===== config.mk =====
export PLATFORM = sky130hd
export DESIGN_NAME = multi_access_flat
export DESIGN_NICKNAME = d
export VERILOG_FILES = /design/src/rtl/multi_access_pkg.sv /design/src/rtl/multi_access_if.sv /design/src/rtl/multi_access_acc_timer.sv /design/src/rtl/multi_access.sv /design/src/flat_wrapper.sv
export SDC_FILE = /design/constraint.sdc
export NUM_CORES = 1
export LEC_CHECK = 0
export BUFFER_PORTS_ARGS = -buffer_cell sky130_fd_sc_hd__buf_4
export CAP_MARGIN = 30
export CORE_UTILIZATION = 56
export DETAILED_ROUTE_END_ITERATION = 10
export GPL_ROUTABILITY_DRIVEN = 0
export GPL_TIMING_DRIVEN = 0
export PLACE_DENSITY = 0.81
export SLEW_MARGIN = 20
export SYNTH_ARGS = -nofsm -noshare
export SYNTH_HDL_FRONTEND = slang
export SYNTH_SLANG_ARGS = --single-unit

===== constraint.sdc =====
create_clock -name CLOCK -period 4.7 [get_ports CLOCK]
set_clock_uncertainty 0.15 [all_clocks]
set_input_delay 0.94 -clock CLOCK [delete_from_list [all_inputs] [get_ports CLOCK]]
set_output_delay 0.94 -clock CLOCK [all_outputs]
set_load 0.01 [all_outputs]

===== src/rtl/multi_access_pkg.sv =====
// Shared constants for the multi-player access controller: state encoding and width.
// Latency: n/a (constants only).
// Backpressure: n/a.
package macc_pkg;

    localparam int STATE_W = 3;

    // Values 5..7 are illegal and recover to ENTRY.
    localparam logic [STATE_W-1:0] ENTRY   = 3'd0;
    localparam logic [STATE_W-1:0] CHECK   = 3'd1;
    localparam logic [STATE_W-1:0] GRANTED = 3'd2;
    localparam logic [STATE_W-1:0] FAIL    = 3'd3;
    localparam logic [STATE_W-1:0] LOCKOUT = 3'd4;

endpackage


===== src/rtl/multi_access_if.sv =====
// Button/indicator bundle between the access controller and its environment.
// Latency: n/a (wires only).
// Backpressure: none; all inputs are single-cycle pulses that are never stalled.
interface multi_access_if #(
    parameter int NUM_PLAYERS = 2,
    parameter int DIGIT_W     = 4,
    parameter int TRIES_W     = 2
);
    logic [DIGIT_W-1:0]           acc_data;
    logic                         acc_bpress;
    logic [NUM_PLAYERS-1:0]       player_bpress;
    logic [NUM_PLAYERS-1:0]       player_acc;
    logic                         pass_r;
    logic                         pass_g;
    logic [macc_pkg::STATE_W-1:0] acc_state;
    logic [TRIES_W-1:0]           tries;

    // Environment side: drives buttons, observes indicators.
    modport master (
        output acc_data, acc_bpress, player_bpress,
        input  player_acc, pass_r, pass_g, acc_state, tries
    );

    // Controller side.
    modport slave (
        input  acc_data, acc_bpress, player_bpress,
        output player_acc, pass_r, pass_g, acc_state, tries
    );
endinterface


===== src/rtl/multi_access_acc_timer.sv =====
// Loadable, clearable up-counter with terminal-count flag (lockout / inactivity timing).
// Latency: count updates one edge after clr/ld/en; tc_o is a combinational compare of the count.
// Backpressure: none; clear has priority over load, load over increment.
module acc_timer #(
    parameter int W = 8
) (
    input  logic         clk,
    input  logic         rst,
    input  logic         clr_i,
    input  logic         en_i,
    input  logic         ld_i,
    input  logic [W-1:0] ld_dat_i,
    input  logic [W-1:0] term_i,
    output logic [W-1:0] cnt_o,
    output logic         tc_o
);
    logic [W-1:0] cnt_q;
    logic [W-1:0] cnt_d;

    // Next count: clear, then load, then count.
    always_comb begin
        cnt_d = cnt_q;
        if (clr_i)     cnt_d = '0;
        else if (ld_i) cnt_d = ld_dat_i;
        else if (en_i) cnt_d = cnt_q + 1'b1;
    end

    // Count register.
    always_ff @(posedge clk or posedge rst) begin
        if (rst) cnt_q <= '0;
        else     cnt_q <= cnt_d;
    end

    assign cnt_o = cnt_q;
    assign tc_o  = (cnt_q == term_i);
endmodule


===== src/rtl/multi_access.sv =====
// Password-gated player access controller with failed-try lockout; optional inactivity timeout under MACC_TIMEOUT_EN.
// Latency: grant visible 2 edges after the final digit edge; player_acc is player_bpress delayed by 1 cycle.
// Backpressure: none; presses outside ENTRY/GRANTED and player pulses outside GRANTED are dropped, never queued.
module multi_access
    import macc_pkg::*;
#(
    parameter int                          NUM_PLAYERS    = 2,
    parameter int                          DIGIT_W        = 4,
    parameter int                          PASS_LEN       = 4,
    parameter logic [PASS_LEN*DIGIT_W-1:0] PASSWORD       = 16'h3153,
    parameter int                          MAX_TRIES      = 3,
    parameter int                          LOCK_CYCLES    = 100,
    parameter int                          TIMEOUT_CYCLES = 1000
) (
    input logic           CLOCK,
    input logic           RESET,
    multi_access_if.slave bus
);
    localparam int CNT_W   = (PASS_LEN > 1) ? $clog2(PASS_LEN) : 1;
    localparam int TRIES_W = $clog2(MAX_TRIES + 1);
    localparam int LOCK_W  = (LOCK_CYCLES > 1) ? $clog2(LOCK_CYCLES) : 1;

    logic [STATE_W-1:0]     state_q;
    logic [CNT_W-1:0]       cnt_q;
    logic                   mismatch_q;
    logic [TRIES_W-1:0]     tries_q;
    logic [NUM_PLAYERS-1:0] player_acc_q;

    logic [DIGIT_W-1:0]     exp_digit;
    logic                   last_digit;
    logic                   lock_tc;
    logic                   to_hit;
    logic [LOCK_W-1:0]      lock_cnt_unused;

    // Expected digit for the current position; first digit entered is the MSB digit.
    always_comb begin
        exp_digit  = PASSWORD[(PASS_LEN - 1 - int'(cnt_q)) * DIGIT_W +: DIGIT_W];
        last_digit = (int'(cnt_q) == PASS_LEN - 1);
    end

    // Lockout timer: held at zero outside LOCKOUT, counts every LOCKOUT cycle.
    acc_timer #(.W(LOCK_W)) u_lock_timer (
        .clk      (CLOCK),
        .rst      (RESET),
        .clr_i    (state_q != LOCKOUT),
        .en_i     (1'b1),
        .ld_i     (1'b0),
        .ld_dat_i ('0),
        .term_i   (LOCK_W'(LOCK_CYCLES - 1)),
        .cnt_o    (lock_cnt_unused),
        .tc_o     (lock_tc)
    );

`ifdef MACC_TIMEOUT_EN
    localparam int TO_W = (TIMEOUT_CYCLES > 1) ? $clog2(TIMEOUT_CYCLES) : 1;
    logic            to_active;
    logic            to_reload;
    logic            to_tc;
    logic [TO_W-1:0] to_cnt_unused;

    // Inactivity window is open during a partial entry or while granted; any press restarts it.
    always_comb begin
        to_active = ((state_q == ENTRY) && (cnt_q != '0)) || (state_q == GRANTED);
        to_reload = bus.acc_bpress || (|bus.player_bpress);
    end

    acc_timer #(.W(TO_W)) u_to_timer (
        .clk      (CLOCK),
        .rst      (RESET),
        .clr_i    (!to_active || to_reload),
        .en_i     (1'b1),
        .ld_i     (1'b0),
        .ld_dat_i ('0),
        .term_i   (TO_W'(TIMEOUT_CYCLES - 1)),
        .cnt_o    (to_cnt_unused),
        .tc_o     (to_tc)
    );

    assign to_hit = to_tc && to_active && !to_reload;
`else
    assign to_hit = 1'b0;
`endif

    // Access FSM with registered player gating, digit count, sticky mismatch and try count.
    always_ff @(posedge CLOCK or posedge RESET) begin
        if (RESET) begin
            state_q      <= ENTRY;
            cnt_q        <= '0;
            mismatch_q   <= 1'b0;
            tries_q      <= '0;
            player_acc_q <= '0;
        end else begin
            player_acc_q <= '0;
            case (state_q)
                ENTRY: begin
                    if (bus.acc_bpress) begin
                        if (bus.acc_data != exp_digit) mismatch_q <= 1'b1;
                        if (last_digit) begin
                            cnt_q   <= '0;
                            state_q <= CHECK;
                        end else begin
                            cnt_q <= cnt_q + 1'b1;
                        end
                    end else if (to_hit) begin
                        cnt_q      <= '0;
                        mismatch_q <= 1'b0;
                    end
                end
                CHECK: begin
                    mismatch_q <= 1'b0;
                    if (!mismatch_q) begin
                        state_q <= GRANTED;
                        tries_q <= '0;
                    end else begin
                        state_q <= FAIL;
                    end
                end
                FAIL: begin
                    if (int'(tries_q) < MAX_TRIES) tries_q <= tries_q + 1'b1;
                    if (int'(tries_q) + 1 >= MAX_TRIES) state_q <= LOCKOUT;
                    else                                state_q <= ENTRY;
                end
                LOCKOUT: begin
                    if (lock_tc) begin
                        state_q <= ENTRY;
                        tries_q <= '0;
                    end
                end
                GRANTED: begin
                    // Logout drops any player pulse arriving on the same edge.
                    if (bus.acc_bpress || to_hit) state_q <= ENTRY;
                    else                          player_acc_q <= bus.player_bpress;
                end
                default: begin
                    state_q    <= ENTRY;
                    cnt_q      <= '0;
                    mismatch_q <= 1'b0;
                end
            endcase
        end
    end

    assign bus.player_acc = player_acc_q;
    assign bus.pass_g     = (state_q == GRANTED);
    assign bus.pass_r     = (state_q != GRANTED);
    assign bus.acc_state  = state_q;
    assign bus.tries      = tries_q;
endmodule

===== src/flat_wrapper.sv =====
// flat-port wrapper written by rule: the top's interface ports become plain ports
module multi_access_flat import macc_pkg::*;
#(
    parameter int                          NUM_PLAYERS    = 2,
    parameter int                          DIGIT_W        = 4,
    parameter int                          PASS_LEN       = 4,
    parameter logic [PASS_LEN*DIGIT_W-1:0] PASSWORD       = 16'h3153,
    parameter int                          MAX_TRIES      = 3,
    parameter int                          LOCK_CYCLES    = 100,
    parameter int                          TIMEOUT_CYCLES = 1000
)
  (CLOCK, RESET, bus_acc_data, bus_acc_bpress, bus_player_bpress, bus_player_acc, bus_pass_r, bus_pass_g, bus_acc_state, bus_tries);
  multi_access_if #(.NUM_PLAYERS(NUM_PLAYERS), .DIGIT_W(DIGIT_W)) bus_i ();
  input logic CLOCK;
  input logic RESET;
  input wire logic [$bits(bus_i.acc_data)-1:0] bus_acc_data;
  input wire logic [$bits(bus_i.acc_bpress)-1:0] bus_acc_bpress;
  input wire logic [$bits(bus_i.player_bpress)-1:0] bus_player_bpress;
  output wire logic [$bits(bus_i.player_acc)-1:0] bus_player_acc;
  output wire logic [$bits(bus_i.pass_r)-1:0] bus_pass_r;
  output wire logic [$bits(bus_i.pass_g)-1:0] bus_pass_g;
  output wire logic [$bits(bus_i.acc_state)-1:0] bus_acc_state;
  output wire logic [$bits(bus_i.tries)-1:0] bus_tries;
  assign bus_i.acc_data = bus_acc_data;
  assign bus_i.acc_bpress = bus_acc_bpress;
  assign bus_i.player_bpress = bus_player_bpress;
  assign bus_player_acc = bus_i.player_acc;
  assign bus_pass_r = bus_i.pass_r;
  assign bus_pass_g = bus_i.pass_g;
  assign bus_acc_state = bus_i.acc_state;
  assign bus_tries = bus_i.tries;
  multi_access #(.NUM_PLAYERS(NUM_PLAYERS), .DIGIT_W(DIGIT_W), .PASS_LEN(PASS_LEN), .PASSWORD(PASSWORD), .MAX_TRIES(MAX_TRIES), .LOCK_CYCLES(LOCK_CYCLES), .TIMEOUT_CYCLES(TIMEOUT_CYCLES)) u_core (.CLOCK(CLOCK), .RESET(RESET), .bus(bus_i));
endmodule

# After elaboration in Yosys (flattened, before gate mapping)
# Index checks and enable logic that the tools add are counted.
[word_totals]
reg_bits = 17
elab_cells = 60
in_bits = 9
[classes]
shifts = 1
eq_ne = 16
muxes = 20
n_addsub = 5
order_cmp = 2
n_bitwise = 2
reduce_logical = 8
[op_table]
columns = ["operator", "n"]
rows = [
  ["greater-or-equal comparator 32 x 3 -> 1 bit, second input constant", 1],
  ["variable part select 16 x 32 -> 4 bit, first input constant", 1],
  ["2-to-1 mux 3 bit", 5],
  ["case mux 3 bit (5 select lines)", 1],
  ["2-to-1 mux 2 bit", 7],
  ["inequality test 2 x 1 -> 1 bit, second input constant", 4],
  ["AND reduction 4 bit", 2],
  ["adder 7 x 1 -> 7 bit, second input constant", 1],
  ["equality test 7 bit, second input constant", 1],
  ["2-to-1 mux 7 bit", 1],
  ["equality test 3 x 2 -> 1 bit, second input constant", 2],
  ["inequality test 2 bit, second input constant", 3],
  ["case mux 2 bit (3 select lines)", 1],
  ["adder 2 x 1 -> 2 bit, second input constant", 2],
  ["inequality test 4 bit", 1],
  ["case mux 2 bit (2 select lines)", 1],
  ["OR reduction 4 bit", 1],
  ["adder 2 x 1 -> 3 bit, second input constant", 1],
  ["equality test 3 x 1 -> 1 bit, second input constant", 1],
  ["equality test 3 bit, second input constant", 1],
  ["logical NOT 3 bit", 1],
  ["2-to-1 mux 1 bit", 3],
  ["inequality test 3 x 2 -> 1 bit, second input constant", 1],
  ["inequality test 3 bit, second input constant", 1],
  ["9 further kinds", 10],
]

# Depth between registers and ports, before layout
[depth]
word_depth = 6
ltp_mapped = 6
ltp_nobuf = 6

# Modules after synthesis
# Synthesis repeated with hierarchy kept, for this count alone.
[hier_totals]
cells_unflattened = 115
hier_area_um2 = 1077.3
[modules_own_cells]
columns = ["module", "cells_per_inst", "n_inst", "area_per_inst_um2"]
rows = [
  ["multi_access", 65, 1, 628.1],
  ["acc_timer", 50, 1, 449.2],
]

# Worst setup path after synthesis
# Ideal clock, no wire load.
[synth_path]
path_type = "register to output"
startpoint = "register u_core.state_q[2] (netlist: u_core.bus.acc_state[2])"
endpoint = "output bus_pass_g"
n_path_buf = 1
path_slack_ps = 2471
arrival_time_ps = 1139
stages_incl_launch_ff = 4
path_cell_list = "dfrtp_1 clkbuf_1 or3_1 inv_1"
[synth_via]
elab_chain_cells = 1
[synth_lines]
columns = ["item", "line_no", "source"]
rows = [
  ["start: declaration", "multi_access.sv:23", "logic [STATE_W-1:0] state_q;"],
  ["equality test 3 x 2 -> 1 bit", "multi_access.sv:144", "assign bus.pass_g = (state_q == GRANTED);"],
  ["end: declaration", "flat_wrapper.sv:21", "output wire logic [$bits(bus_i.pass_g)-1:0] bus_pass_g;"],
]
# Every way passes these cells.

# Final worst setup path
# Ends and elaborated chain as after synthesis.

==> flow_metrics.py <==
metrics = {
    "worst_setup_path": {
        "cp-end-kind": "primary output",
        "crit_chain": "clkbuf_1 -> or3_1 -> inv_1 -> buf_4",
        "critical_path.startpoint": "u_core.bus.acc_state[2]",
        "startpoint_type": "flop",
        "cpPeakStageDelay_ns": 0.42,
        "crit_fanout": 10,
        "worstReg2RegStart": "u_core.bus.tries[0]",
        "worstPathRequired_ns": 3.61,
        "path_class": "reg -> out",
        "crit_slowest_cell": "or3_1",
        "worst-endpoint-arrival_ns": 1.54,
    },
    "final_layout": {
        "fin_cells": 131,
        "post-route-util_pct": 71.2,
        "fin_nets": 131,
        "drive_above_1_share_pct": 20.0,
        "areaGrowthSynthToFinish_pct": 19.5,
        "layout_common_cells": "17 x buf_4, 17 x dfrtp_1, 13 x nor2_1, 8 x nand2_1, 7 x inv_1",
        "diodes": 0,
    },
    "sta": {
        "period_share_pct": 56.0,
        "hold_slack_ns": 0.322,
        "fmax_mhz": 380,
        "maxSlewViolCount": 0,
        "setup_violations": 0,
        "period_needed_ns": 2.63,
        "worst_pin_slew_ns": 0.633,
        "slew_headroom_pct": 57.7,
        "finalHoldViolCount": 0,
        "rsz0062_at_grt": "false",
        "finalSetupTns_ns": 0,
    },
    "detailed_routing": {
        "drtIter0Drc": 15,
        "firstDrtPassIters": 4,
        "wirelength_um": 1670,
        "drc": 0,
        "final_antenna_net_count": 0,
        "wl_per_cell_um": 12.8,
        "dr_total_vias": 739,
        "viasPerCell": 5.64,
    },
    "yosys": {
        "synth.top_cell.area_share_pct": 47.4,
        "netlist_area_um2": 897,
        "async_flop_share_pct": 100,
        "ys_ff_latch": 17,
        "synth_compound_gate_area_share_pct": 10.6,
        "synth_cell_types": 29,
        "synth_top_family_by_area": "simple AND/OR/NAND/NOR gates",
        "avgSynthCellArea_um2": 9.54,
        "synth_enable_flop_cells": 0,
        "muxShareOfSynthArea_pct": 0,
        "synth_fa_ha_area_share_pct": 8.37,
        "yosys-top-cells-area": "dfrtp_1 47%, ha_1 8.4%, nor2_1 5.4%",
        "yosys.area_share.simple_pct": 22.0,
        "syn_inst": 94,
        "ys.flop_type": "dfrtp_1",
        "synth_xor_area_share_pct": 6.83,
        "postSynthNetCount": 109,
        "synth_warnings": 0,
        "seq_area_frac_synth_pct": 47.4,
        "synth_area_leader_cell": "dfrtp_1",
    },
    "clocking": {
        "cts_root_buf": "clkbuf_4",
        "cts_tree": "yes",
        "cts-resized-gates": 0,
        "cts_hold_buf": 0,
        "worstSkewPairLatency_ns": 0.30,
        "cts_buffers": 3,
        "clock-sinks": 17,
        "h-tree-depth": 1,
        "clkTransAtPathRegs_ns": 0.10,
        "clk_path_buf_depth": 2,
        "post_cts.repair.setup_buffers": 0,
    },
    "placed_design": {
        "place_hpwl_um": 1260,
        "dp_cells": 127,
        "io_buffers": 17,
    },
    "pwr": {
        "seqPwrFrac_pct": 42.5,
        "power_switching_w": 0.000189,
        "peakVddDrop_uv": 265,
        "leakage_nw": 0.529,
        "power_frac_clock_pct": 15.9,
        "powerDensity_nw_per_um2": 461,
        "combPwrFrac_pct": 41.5,
        "internal_power_w": 0.000305,
        "switching_share_pct": 38.3,
    },
    "die": {
        "fp.dieW_um": 42.0,
        "die_area_um2": 1770,
        "core_region_area_um2": 1510,
        "dieHeight_um": 42.0,
        "rows": 14,
        "boundaryPins": 18,
        "start_util_pct": 59.6,
    },
    "outcome": {
        "outcome": "complete, no violations",
    },
    "grt": {
        "grt_pass1_wl_um": 2920,
        "overflow": 0,
        "grt_pass1_vias": 697,
        "grt_antenna_before_repair": 0,
        "groute.usage.overall_pct": 22.0,
        "grt_max_degree": 18,
    },
    "hold_path": {
        "worstHoldStart": "u_core.u_lock_timer.cnt_o[0]",
        "hold_path_class": "reg -> reg",
    },
    "flow_run": {
        "cap_violations": 0,
    },
}
## Yosys cell counts (all sizes together) (2+ instances only)
master,instances
a21oi,4
nand3,2
ha,6
inv,8
xnor2,5
a32o,2
dfrtp,17
nand2,8
nor3,4
nor3b,3
nor2,13
xor2,2
o21ai,3
clkbuf,2
and3,3
## final cells by class
| cell class | instances | area (um^2) |
|---|---|---|
| Inverter | 8 | 30.0 |
| Tap cell | 16 | 20.0 |
| Buffer | 3 | 12.5 |
| Clock inverter | 1 | 5.00 |
| Clock buffer | 3 | 22.5 |
| Sequential cell | 17 | 425 |
| Timing Repair Buffer | 17 | 128 |
| Multi-Input combinational cell | 66 | 429 |
| Fill cell | 134 | 434 |
## per-stage QoR
step | total power, W | area [um^2] | setup WS, ns
6_report | 0.000494 | 1070 | 2.07
3_5_place_dp | 0.000418 | 1040 | 2.40
2_1_floorplan | 0.000349 | 897 | 2.47
3_3_place_gp | 0.000412 | 1040 | 2.42
4_1_cts | 0.000499 | 1070 | 2.06
5_1_grt | 0.000530 | 1070 | 1.97
## metal layers
metal	global-route usage [%]	routed length, um	vias up
li1	-	-	361
met3	2.59	50	2
met2	39.7	899	15
met4	11.9	27	0
met5	0	0	-
met1	25.4	695	361
## critical path, delay by kind of cell (launching register included)
kind / cells / cell delay (ns)
simple gates: 1 / 0.42
flops: 1 / 0.41
buf+inv: 3 / 0.41
## flip-flops by register name, indices dropped and copies added, names as in the netlist
signal and cells:
u_core.bus.acc_state 3, u_core.mismatch_q 1, u_core.bus.player_acc 2, u_core.bus.tries 2
u_core.u_lock_timer.cnt_o 7, u_core.cnt_q 2
## kinds of logic after synthesis
| group | Yosys count |
|---|---|
| and+or+nand+nor | 39 |
| buffers and inverters | 11 |
| xor gates and xnor gates | 7 |
| AOI/OAI and AO/OA | 14 |
| DFF | 17 |
| adders and majority gates | 6 |
## power by group through the flow
stage / logic (W) / clock network [W] / registers (W)
after floorplan: 0.000134 / 0 / 0.000215
after global placement: 0.000200 / 0 / 0.000212
after detailed placement: 0.000205 / 0 / 0.000213
after CTS: 0.000207 / 0.0000819 / 0.000210
after global routing: 0.000230 / 0.0000850 / 0.000216
final: 0.000205 / 0.0000788 / 0.000210
## worst paths after layout
kind | to | slack [ns] | cells after the start
max in group asynchronous | u_core.u_lock_timer.cnt_o[4] | 3.43 | 2
min in group asynchronous | u_core.bus.acc_state[2] | 0.57 | 2
max | bus_pass_g | 2.07 | 4
max reg2reg | u_core.bus.tries[0] | 2.92 | 5
min reg2reg | u_core.u_lock_timer.cnt_o[0] | 0.32 | 1
min | u_core.u_lock_timer.cnt_o[0] | 0.32 | 1
No activity file was read; power rests on OpenSTA's default activity.
